==> src/rtl/counter_pkg.sv <==
// Shared types and constants for the counter observer: the snapshot record
// carried through the FIFO and the default queue depth.
package counter_pkg;

    localparam int CNT_W         = 8;
    localparam int DEFAULT_DEPTH = 4;

    typedef struct packed {
        logic [CNT_W-1:0] value;
        logic [CNT_W-1:0] delta;
        logic             wrap;
        logic             loaded;
    } snap_t;

endpackage

==> src/rtl/snap_fifo.sv <==
// Synchronous FIFO of snapshot records. The head is read straight from storage
// and forced to zero while empty.
module snap_fifo
    import counter_pkg::*;
#(
    parameter int DEPTH = DEFAULT_DEPTH
) (
    input  logic  clk,
    input  logic  reset,
    input  logic  push,
    input  logic  pop,
    input  snap_t wdata,
    output snap_t rdata,
    output logic  full,
    output logic  empty
);

    localparam int AW = $clog2(DEPTH);

    snap_t         mem [DEPTH];
    logic [AW-1:0] wr_ptr;
    logic [AW-1:0] rd_ptr;
    logic [AW:0]   count;
    logic          do_push;
    logic          do_pop;

    assign full    = (count == (AW+1)'(DEPTH));
    assign empty   = (count == '0);
    // A push into a full FIFO is still taken when the head leaves at the same edge.
    assign do_push = push && (!full || pop);
    assign do_pop  = pop && !empty;
    assign rdata   = empty ? '0 : mem[rd_ptr];

    // NOTE: storage is not reset; only the pointers and count are, and the empty
    // mask on rdata keeps stale contents from ever being observed.
    always_ff @(posedge clk) begin
        if (do_push) begin
            mem[wr_ptr] <= wdata;
        end
    end

    // NOTE: sequential state uses non-blocking assignments so every register
    // samples pre-edge values regardless of statement order.
    always_ff @(posedge clk) begin
        if (!reset) begin
            wr_ptr <= '0;
            rd_ptr <= '0;
            count  <= '0;
        end else begin
            if (do_push) wr_ptr <= wr_ptr + 1'b1;
            if (do_pop)  rd_ptr <= rd_ptr + 1'b1;
            case ({do_push, do_pop})
                2'b10:   count <= count + 1'b1;
                2'b01:   count <= count - 1'b1;
                default: count <= count;
            endcase
        end
    end

endmodule

==> src/rtl/counter_reader.sv <==
// Observer beside the 8-bit loadable counter: tracks wrap/load history, builds
// tagged snapshots on request and queues them for a valid/ready consumer.
module counter_reader
    import counter_pkg::*;
#(
    parameter int DEPTH = DEFAULT_DEPTH
) (
    input  logic             clk,
    input  logic             reset,
    input  logic [CNT_W-1:0] cnt_data,
    input  logic             cnt_wr,
    input  logic             snap_req,
    output logic             out_valid,
    input  logic             out_ready,
    output logic [CNT_W-1:0] out_value,
    output logic [CNT_W-1:0] out_delta,
    output logic             out_wrap,
    output logic             out_loaded,
    output logic             overflow,
    input  logic             ovf_clr
);

    logic [CNT_W-1:0] prev_data;
    logic             prev_wr;
    logic             hist_ok;
    logic [CNT_W-1:0] last_snap;
    logic             wrap_s;
    logic             load_s;

    logic             wrap_evt;
    logic             load_evt;
    logic             pop;
    logic             accept;
    logic             drop;
    logic             full;
    logic             empty;
    snap_t            entry;
    snap_t            head;

    // The counter shows a load one edge after cnt_wr, so a load to 00 is masked by prev_wr.
    assign wrap_evt = hist_ok && (prev_data == 8'hFF) && (cnt_data == 8'h00) && !prev_wr;
    assign load_evt = cnt_wr;

    assign out_valid = !empty;
    assign pop       = out_valid && out_ready;
    assign accept    = snap_req && (!full || pop);
    assign drop      = snap_req && !accept;

    assign entry.value  = cnt_data;
    assign entry.delta  = cnt_data - last_snap;
    assign entry.wrap   = wrap_s | wrap_evt;
    assign entry.loaded = load_s | load_evt;

    always_ff @(posedge clk) begin
        if (!reset) begin
            prev_data <= '0;
            prev_wr   <= 1'b0;
            hist_ok   <= 1'b0;
            last_snap <= '0;
            wrap_s    <= 1'b0;
            load_s    <= 1'b0;
            overflow  <= 1'b0;
        end else begin
            prev_data <= cnt_data;
            prev_wr   <= cnt_wr;
            hist_ok   <= 1'b1;
            if (accept) begin
                last_snap <= cnt_data;
                wrap_s    <= 1'b0;
                load_s    <= 1'b0;
            end else begin
                // Dropped snapshots leave the history accumulating for the next accepted one.
                wrap_s <= wrap_s | wrap_evt;
                load_s <= load_s | load_evt;
            end
            if (drop) begin
                overflow <= 1'b1;
            end else if (ovf_clr) begin
                overflow <= 1'b0;
            end
        end
    end

    snap_fifo #(.DEPTH(DEPTH)) u_fifo (
        .clk   (clk),
        .reset (reset),
        .push  (accept),
        .pop   (pop),
        .wdata (entry),
        .rdata (head),
        .full  (full),
        .empty (empty)
    );

    assign out_value  = head.value;
    assign out_delta  = head.delta;
    assign out_wrap   = head.wrap;
    assign out_loaded = head.loaded;

endmodule
==> config.mk <==
export PLATFORM = sky130hd
export DESIGN_NAME = counter_reader
export DESIGN_NICKNAME = d
export VERILOG_FILES = /design/src/rtl/counter_pkg.sv /design/src/rtl/snap_fifo.sv /design/src/rtl/counter_reader.sv
export SDC_FILE = /design/constraint.sdc
export NUM_CORES = 1
export LEC_CHECK = 0
export BUFFER_PORTS_ARGS = -buffer_cell sky130_fd_sc_hd__buf_2
export CELL_PAD_IN_SITES_DETAIL_PLACEMENT = 0
export CELL_PAD_IN_SITES_GLOBAL_PLACEMENT = 1
export CORE_MARGIN = 3
export CORE_UTILIZATION = 45
export DETAILED_ROUTE_END_ITERATION = 10
export PLACE_DENSITY_LB_ADDON = 0.1
export SYNTH_ARGS = -nofsm -noshare
export SYNTH_HDL_FRONTEND = slang
export SYNTH_SLANG_ARGS = --single-unit
==> constraint.sdc <==
create_clock -name clk -period 2.08 [get_ports clk]
set_input_delay 0.104 -clock clk [delete_from_list [all_inputs] [get_ports clk]]
set_output_delay 0.104 -clock clk [all_outputs]
set_load 0.01 [all_outputs]
-- Yosys cells after proc, flatten, opt, wreduce, memory -nomap -nowiden
Memories as Yosys holds them, arrays and structs flattened. A register that Yosys moved wholly into a read port is not among the register bits.
Index checks and enable logic that the tools add are counted.
W data, S select, Z words.
- bits of input ports: 14
- bits in writable memories: 72
- memories: 1
- bits in registers: 28
- logic and storage cells: 50
- output and inout bits: 20
- reduce and logical (&&, ||, !) cells: 18
- eq/ne operators: 4
- add/sub/neg operators: 5
- bitwise operators: 3
- muxes and demuxes: 9
- memories (memory ; words ; width ; read ports ; clocked after memory_dff ; wr ports ; line ; RTL):
    u_fifo.mem ; 4 ; 18 ; 1 ; 1 ; 1 ; snap_fifo.sv:20 ; snap_t mem [DEPTH];
- operators with widths (operator ; count):
    $mux W18 ; 1
    $eq A8 B8 Y1 const B ; 1
    $logic_and A1 B1 Y1 ; 8
    $logic_not A8 Y1 ; 1
    $sub A8 B8 Y8 ; 1
    $pmux W3 S2 ; 1
    $mux W1 ; 5
    $add A2 B1 Y2 const B ; 2
    $logic_not A1 Y1 ; 4
    $mux W2 ; 2
    $reduce_bool A2 Y1 ; 2
    $add A3 B1 Y3 const B ; 1
    $eq A3 B3 Y1 const B ; 1
    $logic_not A3 Y1 ; 1
    $sub A3 B1 Y3 const B ; 1
    $eq A2 B1 Y1 const B ; 1
    $eq A2 B2 Y1 const B ; 1
    $or A1 B1 Y1 ; 2
    $reduce_or A2 Y1 ; 1
    $logic_or A1 B1 Y1 ; 1
    $not A1 Y1 ; 1

-- Logic depth before layout (Yosys ltp)
Gate-level depths: netlist of the first run.
- depth in word-level cells: 8
- mapped depth: 10
- depth with buffers taken out: 9

-- Cells and area by module
From an unflattened synthesis of the first run, not the netlist that was laid out.
- cells, all modules: 278
- area total of the unflattened synthesis: 4377.9 µm²
- modules (own cells, without submodules) (module ; cells an instance ; times used ; area each (µm²) ; seq. area each (µm²)):
    snap_fifo ; 168 ; 1 ; 3324.4 ; 2342.2
    counter_reader ; 110 ; 1 ; 1053.5 ; 420.4

-- Worst setup path before layout of the first run
OpenSTA, ideal clock, no wires.
- path type: register to register
- start point: register u_fifo.count[0]
- end point: register u_fifo.count[2]
- path slack: -0.189 ns
- required time: 2.004 ns
- path buffers: 1
- library setup time: 0.076 ns
- cell stages (with the launch flop): 11
- period minus slack after synthesis: 2.269 ns
- arrival time: 2.194 ns
- cell sequence: dfxtp_1 > nor4b_2 > and2b_4 > inv_2 > buf_4 > ha_1 > inv_1 > fa_1 > xor2_1 > or3_1 > a21boi_0
- word-level cells in the longest chain between the ends: 8
- elaborated cells between the ends (all ways): 15
- those cells by class: add/sub (2); eq/ne (3); mux (1); reduce/logical (9)
- RTL lines (item ; line ; RTL):
    start, declared ; snap_fifo.sv:23 ; logic [AW:0] count;
    start signal, assigned ; snap_fifo.sv:53 ; 2'b10: count <= count + 1'b1;
    start signal, assigned ; snap_fifo.sv:54 ; 2'b01: count <= count - 1'b1;
    start signal, assigned ; snap_fifo.sv:55 ; default: count <= count;
    $logic_not A3 Y1 ; snap_fifo.sv:28 ; assign empty = (count == '0);
    $logic_not A1 Y1 ; snap_fifo.sv:31, counter_reader.sv:44 ;
    $logic_and A1 B1 Y1 ; counter_reader.sv:45 ; assign pop = out_valid && out_ready;
    $logic_or A1 B1 Y1 ; snap_fifo.sv:30, counter_reader.sv:46 ;
    $logic_and A1 B1 Y1 ; counter_reader.sv:46 ; assign accept = snap_req && (!full || pop);
    $logic_and A1 B1 Y1 ; snap_fifo.sv:30 ; assign do_push = push && (!full || pop);
    $eq A2 B1 Y1 or $eq A2 B2 Y1 (tied branches) ; snap_fifo.sv:52 ; case ({do_push, do_pop})
    $pmux W3 S2 or $reduce_bool A2 Y1 (tied branches) ; - ;
Parallel ways exist; a longest one is shown, timed or not.
A chain may end at the register's enable or synchronous reset.

-- Worst setup path after layout of the first run
- start point: register u_fifo.count[1]
- end point: register u_fifo.count[2]
The elaborated chain is that of the path after synthesis.

==> flow_summary.yaml, run 1 <==
logic_synthesis:
  synth_compound_area_share_pct: 4.60
  synth-xor-area-share_pct: 1.65
  synthAdderAreaFrac_pct: 4.49
  ys_warn_count: 0
  synth_top_family_by_area: "simple AND/OR/NAND/NOR gates"
  synth_mux_area_share_pct: 9.80
  seq_area_frac_synth_pct: 65.2
  synth_nets: 311
  synth_seq_cells: 102
  synthSimpleGateAreaFrac_pct: 11.5
  netlist_area_um2: 4240
  synth.avg_cell_area_um2: 15.0
  ys_types: 41
  synth_cells: 283
route:
  drtAntennaViolNets: 0
  via_count: 2304
  drt_wl_total_um: 7550
  drt_iter0_markers: 36
  post_drt_wl_per_cell_um: 16.9
  vias_per_cell: 5.15
  post-route-drc-count: 0
  dr.pass1.iters: 4
placement:
  gp_congestion: 0.727
  hpwl_um: 4800
  placed_cell_area_um2: 4680
  io_buffers: 33
  dp.cells: 429
clock_network:
  worstSkewPairLatency_ps: 350
  clock-root-buffer: "clkbuf_8"
  cts_tree: "done"
  ctsLongestPathBuffers: 2
  cts_inserted_buffers: 9
  htreeDepth: 3
  cts.clk_slew.worst_paths_ps: 90
  cts.sink_count: 102
job:
  max-cap-violations: 0
cells_and_area:
  finish.utilization_pct: 55.2
  nets: 362
  diodes: 0
  syn2layout_area_growth_pct: 16.4
  drive_gt1_share_pct: 27.7
  stdcell_area_um2: 4930
  fin_cells: 447
grt:
  grt_antenna_before_repair: 0
  grt_max_degree: 30
  grt_overflow: 0
  grt_pass1_wl_um: 12100
  grt.total_usage_pct: 15.8
  first_global_vias: 2345
floorplan:
  rows: 34
  chipHeight_um: 103
  initial_core_util_pct: 47.5
  die_x_um: 103
  ios: 34
  die_area_um2: 10600
  fp.coreArea_um2: 8930
outcome:
  status: "completed"
power_and_ir_drop:
  peakVddDrop_uv: 794
  pwr_density_cell_nw_per_um2: 1090
  p_total_uw: 5380
  p_leak_uw: 0.00179
critical_path:
  cp.required_ps: 2370
  end_kind: "flip-flop"
  worst_setup_path_start_kind: "flip-flop"
  worstPathArrival_ps: 2360
  critical_path.max_fanout: 2
  worstSetupPathType: "flip-flop to flip-flop"
timing:
  rsz0062_at_grt: "true"
  fin_tns_setup_ps: 0
  slew_headroom_pct: 73.2
  drv_slew: 0
  fin_worst_skew_ps: 6.59
  worst_slew_pin_slew_ps: 402
  period_share_pct: 99.5
  fin_crit_ps: 2070
  setup_viol: 0
  max_freq_mhz: 483
  finalHoldViolCount: 0
min_path:
  hold_class: "input pin to flip-flop"
==> kinds of logic (layout without fill, tap and decap cells) <==
logic type | count (synthesis) | after routing
flip-flops | 102 | 102
AND/OR/NAND/NOR | 84 | 84
AO/OA/AOI/OAI | 28 | 28
buffers and inverters | 28 | 84
multiplexers | 19 | 19
adder cells (fa/ha/maj) | 14 | 14
XOR/XNOR | 8 | 8
==> routing by layer <==
| metal | track usage (%) | wire length (um) | vias to the layer above |
|---|---|---|---|
| li1 | - | - | 1135 |
| met1 | 19.9 | 3410 | 1129 |
| met2 | 26.7 | 3790 | 30 |
| met3 | 2.91 | 238 | 10 |
| met4 | 6.57 | 119 | 0 |
| met5 | 0 | 0 | - |
==> what timing repair did <==
item	CTS	global route
hold buffers	1	0
resized for setup	1	4
buffers inserted	1	0
setup endpoints to repair	1	5
hold endpoints to repair	1	0
pin swaps	0	1
==> through the flow <==
stage / hold slack [ps] / worst slack [ps]
after detailed placement: 332 / -12.0
after global routing: 40.7 / -103
after floorplan: 132 / -6.29
after global placement: 341 / 74.8
after CTS: 8.86 / 6.68
final: 24.3 / 9.68
==> critical path, stage by stage (launching register included) <==
cell	delay, ps
dfxtp_2	350
nor4b_4	250
and2b_4	230
inv_4	60
ha_4	120
inv_1	50
fa_2	330
xor2_1	150
or3_1	310
a21boi_1	150
==> cell usage in the layout (no fill, tap or decap), drive strengths merged, types with 3 or more instances in the layout <==
cell     n
xnor2    7
o21ai    4
nor3     3
inv     19
nand2   20
a21boi  10
and2    36
dfxtp   30
buf     49
ha      12
a21oi    5
edfxtp  72
mux4    18
o21a     3
nor2b    6
clkbuf  10
nor2     4
==> cell type report <==
cell class / instances / area [um^2]
Clock buffer: 10 / 128
Clock inverter: 6 / 95.1
Fill cell: 751 / 4000
Inverter: 18 / 70.1
Multi-Input combinational cell: 153 / 1380
Sequential cell: 102 / 2770
Tap cell: 108 / 135
Timing Repair Buffer: 50 / 358
==> final timing paths <==
check             startpoint         endpoint  slack [ps]  cells after the start
max          u_fifo.count[1]  u_fifo.count[2]          10                      9
max reg2reg  u_fifo.count[1]  u_fifo.count[2]          10                      9
min                 snap_req         overflow          20                      3
min reg2reg     last_snap[5]     last_snap[5]         460                      2
==> Yosys cell counts, drive strengths merged <==
cell / n / share of area, %
nand4: 2 / 0.30
nor2: 4 / 0.35
o311ai: 1 / 0.21
o21a: 3 / 0.53
xnor2: 7 / 1.4
nand2: 20 / 1.8
clkbuf: 6 / 0.53
or3: 2 / 0.30
buf: 4 / 0.65
mux2i: 1 / 0.24
dfxtp: 30 / 14
a41o: 1 / 0.24
a21oi: 5 / 0.59
and2b: 1 / 0.24
mux4: 18 / 9.6
nor4b: 1 / 0.35
a41oi: 1 / 0.21
nor2b: 6 / 0.89
or2: 1 / 0.15
or4b: 1 / 0.24
or4: 2 / 0.44
nor4: 1 / 0.15
edfxtp: 72 / 51
ha: 12 / 3.5
nor3: 3 / 0.47
nand3: 2 / 0.24
and2: 36 / 5.3
fa: 2 / 0.94
and3: 2 / 0.30
o31a: 2 / 0.41
inv: 18 / 1.6
o211ai: 1 / 0.18
xor2: 1 / 0.21
o21ai: 4 / 0.47
a21boi: 10 / 1.8
==> flip-flops by register name, summed over array words and instances, names as in the netlist, named ones only <==
register / count
last_snap: 8
load_s: 1
prev_wr: 1
u_fifo.mem: 72
hist_ok: 1
u_fifo.rd_ptr: 2
prev_data: 8
u_fifo.count: 3
overflow: 1
wrap_s: 1
u_fifo.wr_ptr: 2
==> where the power goes <==
group	leakage (uW)	total, uW	switching (uW)	internal [uW]
sequential	0.000913	2480	75.3	2400
clock	0.000105	1360	669	688
combinational	0.000775	1540	782	762
Note: power is estimated with default switching activity, not from simulation.
==> run 2, diff against run 1 <==
--- a/config.mk
+++ b/config.mk
@@ -8,6 +8,7 @@
 export BUFFER_PORTS_ARGS = -buffer_cell sky130_fd_sc_hd__buf_2
 export CELL_PAD_IN_SITES_DETAIL_PLACEMENT = 0
 export CELL_PAD_IN_SITES_GLOBAL_PLACEMENT = 1
+export CORE_ASPECT_RATIO = 1.5
 export CORE_MARGIN = 3
 export CORE_UTILIZATION = 45
 export DETAILED_ROUTE_END_ITERATION = 10
==> run 2 against run 1 <==
Compared with the run above:
- via count decreased by 0.39%
- combinational power decreased by 4%
- largest cell class unchanged
- non-clock buffer count unchanged
- sequential power about the same
- clock-buffer cell count increased by 2
- register-to-register slack improved by 40 ps
==> flow_summary.yaml, run 2 (synthesized netlist as in run 1, its figures left out) <==
cells_and_area:
  final_common_cell: "edfxtp_1"
  final_cell_mix: "72 x edfxtp_1, 35 x and2_1, 33 x buf_2, 28 x dfxtp_1, 20 x nand2_1"
  top_regs: "u_fifo.mem x72, last_snap x8, prev_data x8"
  largest_reg_flops: 72
  stdcell_area_um2: 5000
  drive_gt1_share_pct: 27.1
  diodes: 0
  top_register: "u_fifo.mem"
  syn2layout_area_growth_pct: 18.0
  n_fill_cell: 773
  nets: 362
clock_network:
  cts_inserted_buffers: 9
  htreeDepth: 3
  cts.sink_count: 102
  ctsLongestPathBuffers: 2
  postCtsSetupRepairBufs: 0
  cts_tree: "done"
  worstSkewPairLatency_ps: 340
  cts.clk_slew.worst_paths_ps: 60
  clock-root-buffer: "clkbuf_16"
floorplan:
  fp.coreArea_um2: 8990
  ios: 34
  initial_core_util_pct: 47.2
  chipHeight_um: 125
  die_x_um: 85.2
  rows: 42
  die_area_um2: 10600
power_and_ir_drop:
  peakVddDrop_uv: 948
  p_leak_uw: 0.00184
  pwr_density_cell_nw_per_um2: 1140
critical_path:
  cp_top_family: "simple AND/OR/NAND/NOR gates"
  worstSetupPathType: "flip-flop to flip-flop"
  slowest_stage: "dfxtp_2"
  critPathBufInv: 2
  max_stage_delay_ps: 350
  worstPathArrival_ps: 2300
  path_cells: "nor4b_4 > and2b_4 > inv_2 > ha_4 > inv_1 > fa_2 > xor2_1 > or3_1 > a21boi_1"
  critical_path.max_fanout: 4
  cp.required_ps: 2350
  end_kind: "flip-flop"
  worst_setup_path_start_kind: "flip-flop"
placement:
  placed_cell_area_um2: 4670
  hpwl_um: 4900
  gp_congestion: 0.674
  io_buffers: 33
timing:
  period_share_pct: 97.7
  worst_slew_pin_slew_ps: 408
  fin_crit_ps: 2030
  rsz0062_at_grt: "true"
  finalHoldViolCount: 0
  slew_headroom_pct: 72.8
  drv_slew: 0
  fin_tns_setup_ps: 0
  fin_worst_skew_ps: 4.06
  setup_viol: 0
  max_freq_mhz: 492
route:
  drtAntennaViolNets: 0
  drt_iter0_markers: 100
  post_drt_wl_per_cell_um: 16.5
  post-route-drc-count: 0
  vias_per_cell: 5.11
  drt_wl_total_um: 7390
  dr.pass1.iters: 4
  via_count: 2295
grt:
  grt.total_usage_pct: 15.4
  grt_pass1_wl_um: 12200
  first_global_vias: 2387
  grt_max_degree: 30
  grt_overflow: 0
  grt_antenna_before_repair: 0
outcome:
  status: "completed"
min_path:
  hold_class: "input pin to flip-flop"
job:
  max-cap-violations: 0
## run 2: timing repair
| action | 4_1_cts | 5_1_grt |
|---|---|---|
| setup endpoints to repair | 0 | 6 |
| endpoints found under the hold margin | 1 | 0 |
| hold buffers | 1 | 0 |
| resized for setup | 0 | 2 |
## run 2: routing by layer
layer,vias to the layer above,global-route usage [%],routed length (um)
li1,1131,-,-
met1,1123,17.4,2910
met2,30,27.6,4120
met3,11,3.04,194
met4,0,6.99,162
met5,-,0,0
## run 2: power breakdown
group	internal (uW)	total (uW)	leakage, uW	switching [uW]
clock network	1080	1740	0.000157	661
registers	2400	2500	0.000913	91.8
logic	744	1480	0.000769	739
## run 2: layout make-up
class	instances	area (um^2)	area share, %
multi-input cells	153	1380	27.6
repair buffers	50	333	6.65
well taps	110	138	2.75
clock buffers	12	246	4.93
clock inverters	4	70.1	1.40
inverters	18	67.6	1.35
flip-flops and latches	102	2770	55.3
## run 2: worst register-to-register path: stages (launching register included)
cell and delay [ps]:
dfxtp_2 350, nor4b_4 260, and2b_4 220, inv_2 60, ha_4 130, inv_1 50
fa_2 330, xor2_1 150, or3_1 310, a21boi_1 120
## run 2: through the flow
stage	power (uW)	instances	worst slack (ps)	util, %	hold slack, ps
floorplan	3510	283	-6.29	-	132
global placement	4040	432	72.6	51.9	339
detailed placement	4060	432	10.8	51.9	335
CTS	5810	449	11.8	55.6	44.7
global route	6050	449	-28.7	55.7	71.9
finish	5720	449	47.9	55.7	49.0
## run 2: worst paths after layout
check	start	endpoint	depth (start not counted)	slack [ps]
max	u_fifo.count[1]	u_fifo.count[2]	9	50
min	snap_req	overflow	3	50
max reg2reg	u_fifo.count[1]	u_fifo.count[2]	9	50
min reg2reg	last_snap[5]	last_snap[5]	2	450
